**config.mk**
```make
export PLATFORM = sky130hd
export DESIGN_NAME = mem_slice
export DESIGN_NICKNAME = d
export VERILOG_FILES = /design/src/rtl/cpu_pkg.sv /design/src/rtl/mem_slice_wbuf.sv /design/src/rtl/mem_slice.sv
export SDC_FILE = /design/constraint.sdc
export NUM_CORES = 1
export LEC_CHECK = 0
export BUFFER_PORTS_ARGS = -buffer_cell sky130_fd_sc_hd__buf_4
export CELL_PAD_IN_SITES_DETAIL_PLACEMENT = 1
export CELL_PAD_IN_SITES_GLOBAL_PLACEMENT = 1
export CORE_MARGIN = 2
export CORE_UTILIZATION = 42
export CTS_CLUSTER_SIZE = 28
export DETAILED_ROUTE_END_ITERATION = 12
export PLACE_DENSITY = 0.88
export SYNTH_ARGS = -nofsm -noshare
export SYNTH_HDL_FRONTEND = slang
export SYNTH_HIERARCHICAL = 1
export SYNTH_SLANG_ARGS = --single-unit
```
**constraint.sdc**
```tcl
create_clock -name clk -period 7.4 [get_ports clk]
set_clock_uncertainty 0.1 [all_clocks]
set_input_delay 0.74 -clock clk [delete_from_list [all_inputs] [get_ports clk]]
set_output_delay 0.74 -clock clk [all_outputs]
set_load 0.01 [all_outputs]
```
**src/rtl/cpu_pkg.sv**
```systemverilog
// Shared pipeline definitions for the CPU core.
// Control-field layouts and MEM stage state encoding.
package cpu_pkg;

  localparam int WB_W    = 7;
  localparam int M_W     = 3;

  localparam int M_RD    = 0;
  localparam int M_WR    = 1;
  localparam int M_TOREG = 2;

  typedef enum logic [1:0] {
    IDLE  = 2'd0,
    DRAIN = 2'd1,
    READ  = 2'd2
  } mem_state_t;

endpackage

```
**src/rtl/mem_slice_wbuf.sv**
```systemverilog
// One-entry posted-store buffer for the MEM stage.
// Load wins over clear so a new store can replace a draining one.
module mem_wbuf #(
  parameter int DW = 16
) (
  input  logic          clk,
  input  logic          rst,
  input  logic          load,
  input  logic          clear,
  input  logic [DW-1:0] addr_in,
  input  logic [DW-1:0] data_in,
  input  logic [DW-1:0] cmp_addr,
  output logic          valid,
  output logic [DW-1:0] addr,
  output logic [DW-1:0] data,
  output logic          hit
);

  // entry storage: capture on load, invalidate on clear
  always_ff @(posedge clk) begin
    if (rst) begin
      valid <= 1'b0;
      addr  <= '0;
      data  <= '0;
    end else if (load) begin
      valid <= 1'b1;
      addr  <= addr_in;
      data  <= data_in;
    end else if (clear) begin
      valid <= 1'b0;
    end
  end

  assign hit = valid & (addr == cmp_addr);

endmodule

```
**src/rtl/mem_slice.sv**
```systemverilog
// MEM pipeline stage: input register, load/store over req/ack,
// posted stores via a one-entry buffer, request timeout.
module mem_slice
  import cpu_pkg::*;
#(
  parameter int DW          = 16,
  parameter int TIMEOUT_CYC = 255
) (
  input  logic            clk,
  input  logic            rst,
  input  logic [WB_W-1:0] WB_in,
  input  logic [M_W-1:0]  M_in,
  input  logic [DW-1:0]   addr_in,
  input  logic [DW-1:0]   data_in,
  input  logic [DW-1:0]   result_in,
  output logic            dmem_req,
  output logic            dmem_we,
  output logic [DW-1:0]   dmem_addr,
  output logic [DW-1:0]   dmem_wdata,
  input  logic            dmem_ack,
  input  logic [DW-1:0]   dmem_rdata,
  output logic [WB_W-1:0] WB,
  output logic [DW-1:0]   wb_data,
  output logic            mem_stall,
  output logic            wbuf_empty,
  output logic            bus_err
);

  localparam int CW = $clog2(TIMEOUT_CYC + 1);

  logic [WB_W-1:0] wb_r;
  logic [M_W-1:0]  m_r;
  logic [DW-1:0]   addr_r;
  logic [DW-1:0]   data_r;
  logic [DW-1:0]   result_r;

  mem_state_t state, state_n;
  logic [CW-1:0] tmo_cnt;

  logic          is_ld, is_st, to_reg;
  logic          wbuf_valid, wbuf_hit;
  logic [DW-1:0] wbuf_addr, wbuf_data;
  logic          ld_hit, rd_req, req_c;
  logic          tmo, ack_eff, st_acc, wbuf_clr;

  assign is_st  = m_r[M_WR];
  assign is_ld  = m_r[M_RD] & ~m_r[M_WR];
  assign to_reg = m_r[M_TOREG];

  assign ld_hit = is_ld & wbuf_hit;
  assign rd_req = is_ld & ~wbuf_valid;
  assign req_c  = (state != IDLE) | rd_req;

  // a timed-out request completes like an ack
  assign tmo     = req_c & ~dmem_ack
                 & (tmo_cnt == CW'(TIMEOUT_CYC));
  assign ack_eff = req_c & (dmem_ack | tmo);

  assign st_acc   = is_st & (~wbuf_valid | ack_eff);
  assign wbuf_clr = (state == DRAIN) & ack_eff;

  mem_wbuf #(.DW(DW)) u_wbuf (
    .clk      (clk),
    .rst      (rst),
    .load     (st_acc),
    .clear    (wbuf_clr),
    .addr_in  (addr_r),
    .data_in  (data_r),
    .cmp_addr (addr_r),
    .valid    (wbuf_valid),
    .addr     (wbuf_addr),
    .data     (wbuf_data),
    .hit      (wbuf_hit)
  );

  // stage input register, held while stalled
  always_ff @(posedge clk) begin
    if (rst) begin
      wb_r     <= '0;
      m_r      <= '0;
      addr_r   <= '0;
      data_r   <= '0;
      result_r <= '0;
    end else if (!mem_stall) begin
      wb_r     <= WB_in;
      m_r      <= M_in;
      addr_r   <= addr_in;
      data_r   <= data_in;
      result_r <= result_in;
    end
  end

  // unacked request cycle counter
  always_ff @(posedge clk) begin
    if (rst)
      tmo_cnt <= '0;
    else if (req_c & ~dmem_ack & ~tmo)
      tmo_cnt <= tmo_cnt + CW'(1);
    else
      tmo_cnt <= '0;
  end

  // state register
  always_ff @(posedge clk) begin
    if (rst) state <= IDLE;
    else     state <= state_n;
  end

  // next-state logic
  always_comb begin
    state_n = state;
    unique case (state)
      IDLE: begin
        if (st_acc)
          state_n = DRAIN;
        else if (rd_req & ~ack_eff)
          state_n = READ;
      end
      DRAIN: begin
        if (ack_eff)
          state_n = st_acc ? DRAIN : IDLE;
      end
      READ: begin
        if (ack_eff)
          state_n = IDLE;
      end
      default: state_n = IDLE;
    endcase
  end

  // bus, stall and write-back outputs
  always_comb begin
    dmem_req   = req_c;
    dmem_we    = (state == DRAIN);
    dmem_addr  = (state == DRAIN) ? wbuf_addr : addr_r;
    dmem_wdata = wbuf_data;
    mem_stall  = 1'b0;
    wb_data    = result_r;
    unique case (1'b1)
      is_st:   mem_stall = wbuf_valid & ~ack_eff;
      is_ld:   mem_stall = ~ld_hit & ~(rd_req & ack_eff);
      default: mem_stall = 1'b0;
    endcase
    if (to_reg) begin
      if (ld_hit)   wb_data = wbuf_data;
      else if (tmo) wb_data = '0;
      else          wb_data = dmem_rdata;
    end
  end

  assign WB         = wb_r;
  assign wbuf_empty = ~wbuf_valid;
  assign bus_err    = tmo;

endmodule

```
==> flow_summary.toml <==
[cells_and_area]
ff_latch_area_um2 = 2020
fin_nets = 716
multiInputGateArea_um2 = 2750
postLayoutCoreUtil_pct = 55.4
finish.instance_area_um2 = 6360
diodes = 0
fillers = 1304
drive_gt1_share_pct = 28.1
syn2layout_area_growth_pct = 28.0

[synth]
syn_area_per_cell_um2 = 9.49
yosysMostFrequentCell = "nand2b_1"
yosys_warnings = 6
synthCells = 523
syn_nets = 601
synth_flop_cell = "dfxtp_1"
synth_common_cells = "nand2b_1 (115), dfxtp_1 (101), mux2i_1 (91), nor2_1 (65), clkbuf_1 (22)"
syn-cell-area_um2 = 4960
synth_edf_count = 0
ys_async_sr_fraction_pct = 0
synth_cell_types = 37
netlist.top_cell.by_area = "dfxtp_1"
yosys_register_bits = 101
ys_seq_area_share_pct = 40.7
synth.area.top_cells = "dfxtp_1 (41%), mux2i_1 (18%), nand2b_1 (14%)"
synth_top_area_share_pct = 40.7

[critical_path]
crit_path_start_kind = "flop"
cp_data_required_time_ns = 6.56
crit_path_max_incr_delay_ns = 0.47
arrival_ns = 3.20
critPathKind = "flop to primary output"
cp_common_cell = "buf_4"
cp_max_fo = 17
cpMaxStageDelayCell = "nor4_2"
worstPathCellList = "xor2_1 -> nor4_1 -> nand4_1 -> nor4_2 -> inv_1 -> nor2_1 -> buf_4 -> a31oi_2 -> a22oi_1 -> a21oi_1 -> buf_4"
critPathBufInv = 3
end_kind = "primary output"
path_delay_family = "simple AND/OR/NAND/NOR gates"

[power]
pwr-share-clk_pct = 38.1
comb_power_share_pct = 18.2
p_sw_share_pct = 24.8
leakage_nw = 2.94
power_density_nw_per_um2 = 220
internal_power_mw = 1.05
switchingPower_mw = 0.347
ir_drop_mv = 0.132
seqPwrFrac_pct = 43.8

[place]
postPlaceCellArea_um2 = 6020
hpwl_um = 9170
gp_congestion = 0.779
portBuffers = 136

[global_route]
grt_pass1_vias = 4402
grt_pass1_wl_um = 21500
grt_max_degree = 138
grt-ovfl-total = 0
antenna_found_initial = 0
grt_usage_pct = 21.0

[sta]
tightest_slew_ns = 1.17
maxSlewViolCount = 0
final.setup.tns_ns = 0
setup_viol = 0
max_slew_margin_pct = 21.7
hold_violations = 0
fmax_mhz = 247
rsz0062_at_grt = "false"
post-route-min-period_ns = 4.04
finalCritPeriodShare_pct = 54.6

[route]
dr.first_iter.drc_count = 197
vias = 4025
avgRoutedWirePerCell_um = 16.7
dr.pass1.iters = 4
wl_um = 13100
drc = 0
drtAntennaViolNets = 0
via_per_inst = 5.13

[clock_network]
cts_root_buffer = "clkbuf_16"
cts_max_level = 3
cts_tree = "done"
hold_buffers = 0
ctsResizeCount = 0
cts_setup_buffers = 0
clk-insertion-delay-late_ns = 0.34
cts_sinks = 101
clock_path_buffers = 2
cts_made_buffers = 9
clk_pin_slew_ns = 0.06

[floorplan]
fp.coreArea_um2 = 11500
rows = 39
dieArea_um2 = 12700
pin_count = 137
initial_core_util_pct = 43.3
die_x_um = 113
fp.dieH_um = 113

[min_path]
hold_class = "flop to flop"

[run_status]
status = "complete, no violations"

[flow_run]
cap_viol_max_count = 0
==> placed cells by master (no fill, tap or decap), types with 5 or more instances in the layout <==
cell	count
buf_4	139
nand2b_1	115
dfxtp_1	101
mux2i_1	91
nor2_1	65
a21oi_1	20
a22oi_1	16
mux2_2	16
xnor2_1	15
clkbuf_16	9
xor2_1	7
inv_1	6
nand3_1	5
nand2_1	5
==> metal layers <==
| metal | GRT usage (%) | part of all wire [%] |
|---|---|---|
| met3 | 3.54 | 3.3 |
| met2 | 39.1 | 54 |
| met5 | 0 | 0 |
| met4 | 6.75 | 1.4 |
| met1 | 24.4 | 42 |
==> through the flow <==
stage	setup WS (ns)	hold slack [ns]	instances	power, mW
CTS	3.31	0.359	784	1.42
finish	3.36	0.355	784	1.40
global route	3.06	0.399	784	1.46
detailed placement	3.73	0.346	770	0.879
floorplan	4.27	0.318	523	0.771
global placement	3.94	0.326	770	0.868
==> final timing paths <==
| path | startpoint | to | slack [ns] | cells after the start |
|---|---|---|---|---|
| worst max register to register | addr_r[10]$_SDFFE_PP0N_ | result_r[9]$_SDFFE_PP0N_ | 4.19 | 8 |
| worst max-delay path | addr_r[10]$_SDFFE_PP0N_ | wb_data[15] | 3.36 | 11 |
| worst min-delay path | tmo_cnt[0]$_SDFF_PP0_ | tmo_cnt[0]$_SDFF_PP0_ | 0.36 | 1 |
| worst min register to register | tmo_cnt[0]$_SDFF_PP0_ | tmo_cnt[0]$_SDFF_PP0_ | 0.36 | 1 |
==> cell families (layout without fill, tap and decap cells) <==
group / after synthesis / count (layout) / synth area share, %
flops: 101 / 101 / 40.7
mux: 107 / 107 / 22.0
buf+inv: 41 / 159 / 4.03
compound gates: 44 / 44 / 6.07
fa+ha+maj: 1 / 1 / 0.252
simple gates: 207 / 207 / 23.1
xor+xnor: 22 / 22 / 3.88
==> cell type report <==
cell class | count | area share [%]
Tap cell | 143 | 2.81
Clock buffer | 10 | 3.76
Inverter | 6 | 0.354
Multi-Input combinational cell | 381 | 43.3
Clock inverter | 4 | 1.54
Sequential cell | 101 | 31.8
Timing Repair Buffer | 139 | 16.4
==> registers in the layout (all words and copies together), names as in the netlist <==
| signal | cells |
|---|---|
| u_wbuf/valid | 1 |
| state | 2 |
| u_wbuf/data | 16 |
| data_r | 16 |
| addr_r | 16 |
| u_wbuf/addr | 16 |
| WB | 7 |
| m_r | 3 |
| result_r | 16 |
| tmo_cnt | 8 |
==> power groups by stage <==
stage / clock [mW] / combinational [mW] / sequential [mW]
floorplan: 0 / 0.156 / 0.614
global placement: 0 / 0.248 / 0.620
detailed placement: 0 / 0.256 / 0.623
CTS: 0.545 / 0.258 / 0.612
global route: 0.570 / 0.277 / 0.617
finish: 0.532 / 0.254 / 0.612
Power figures use the tool's default switching activity.
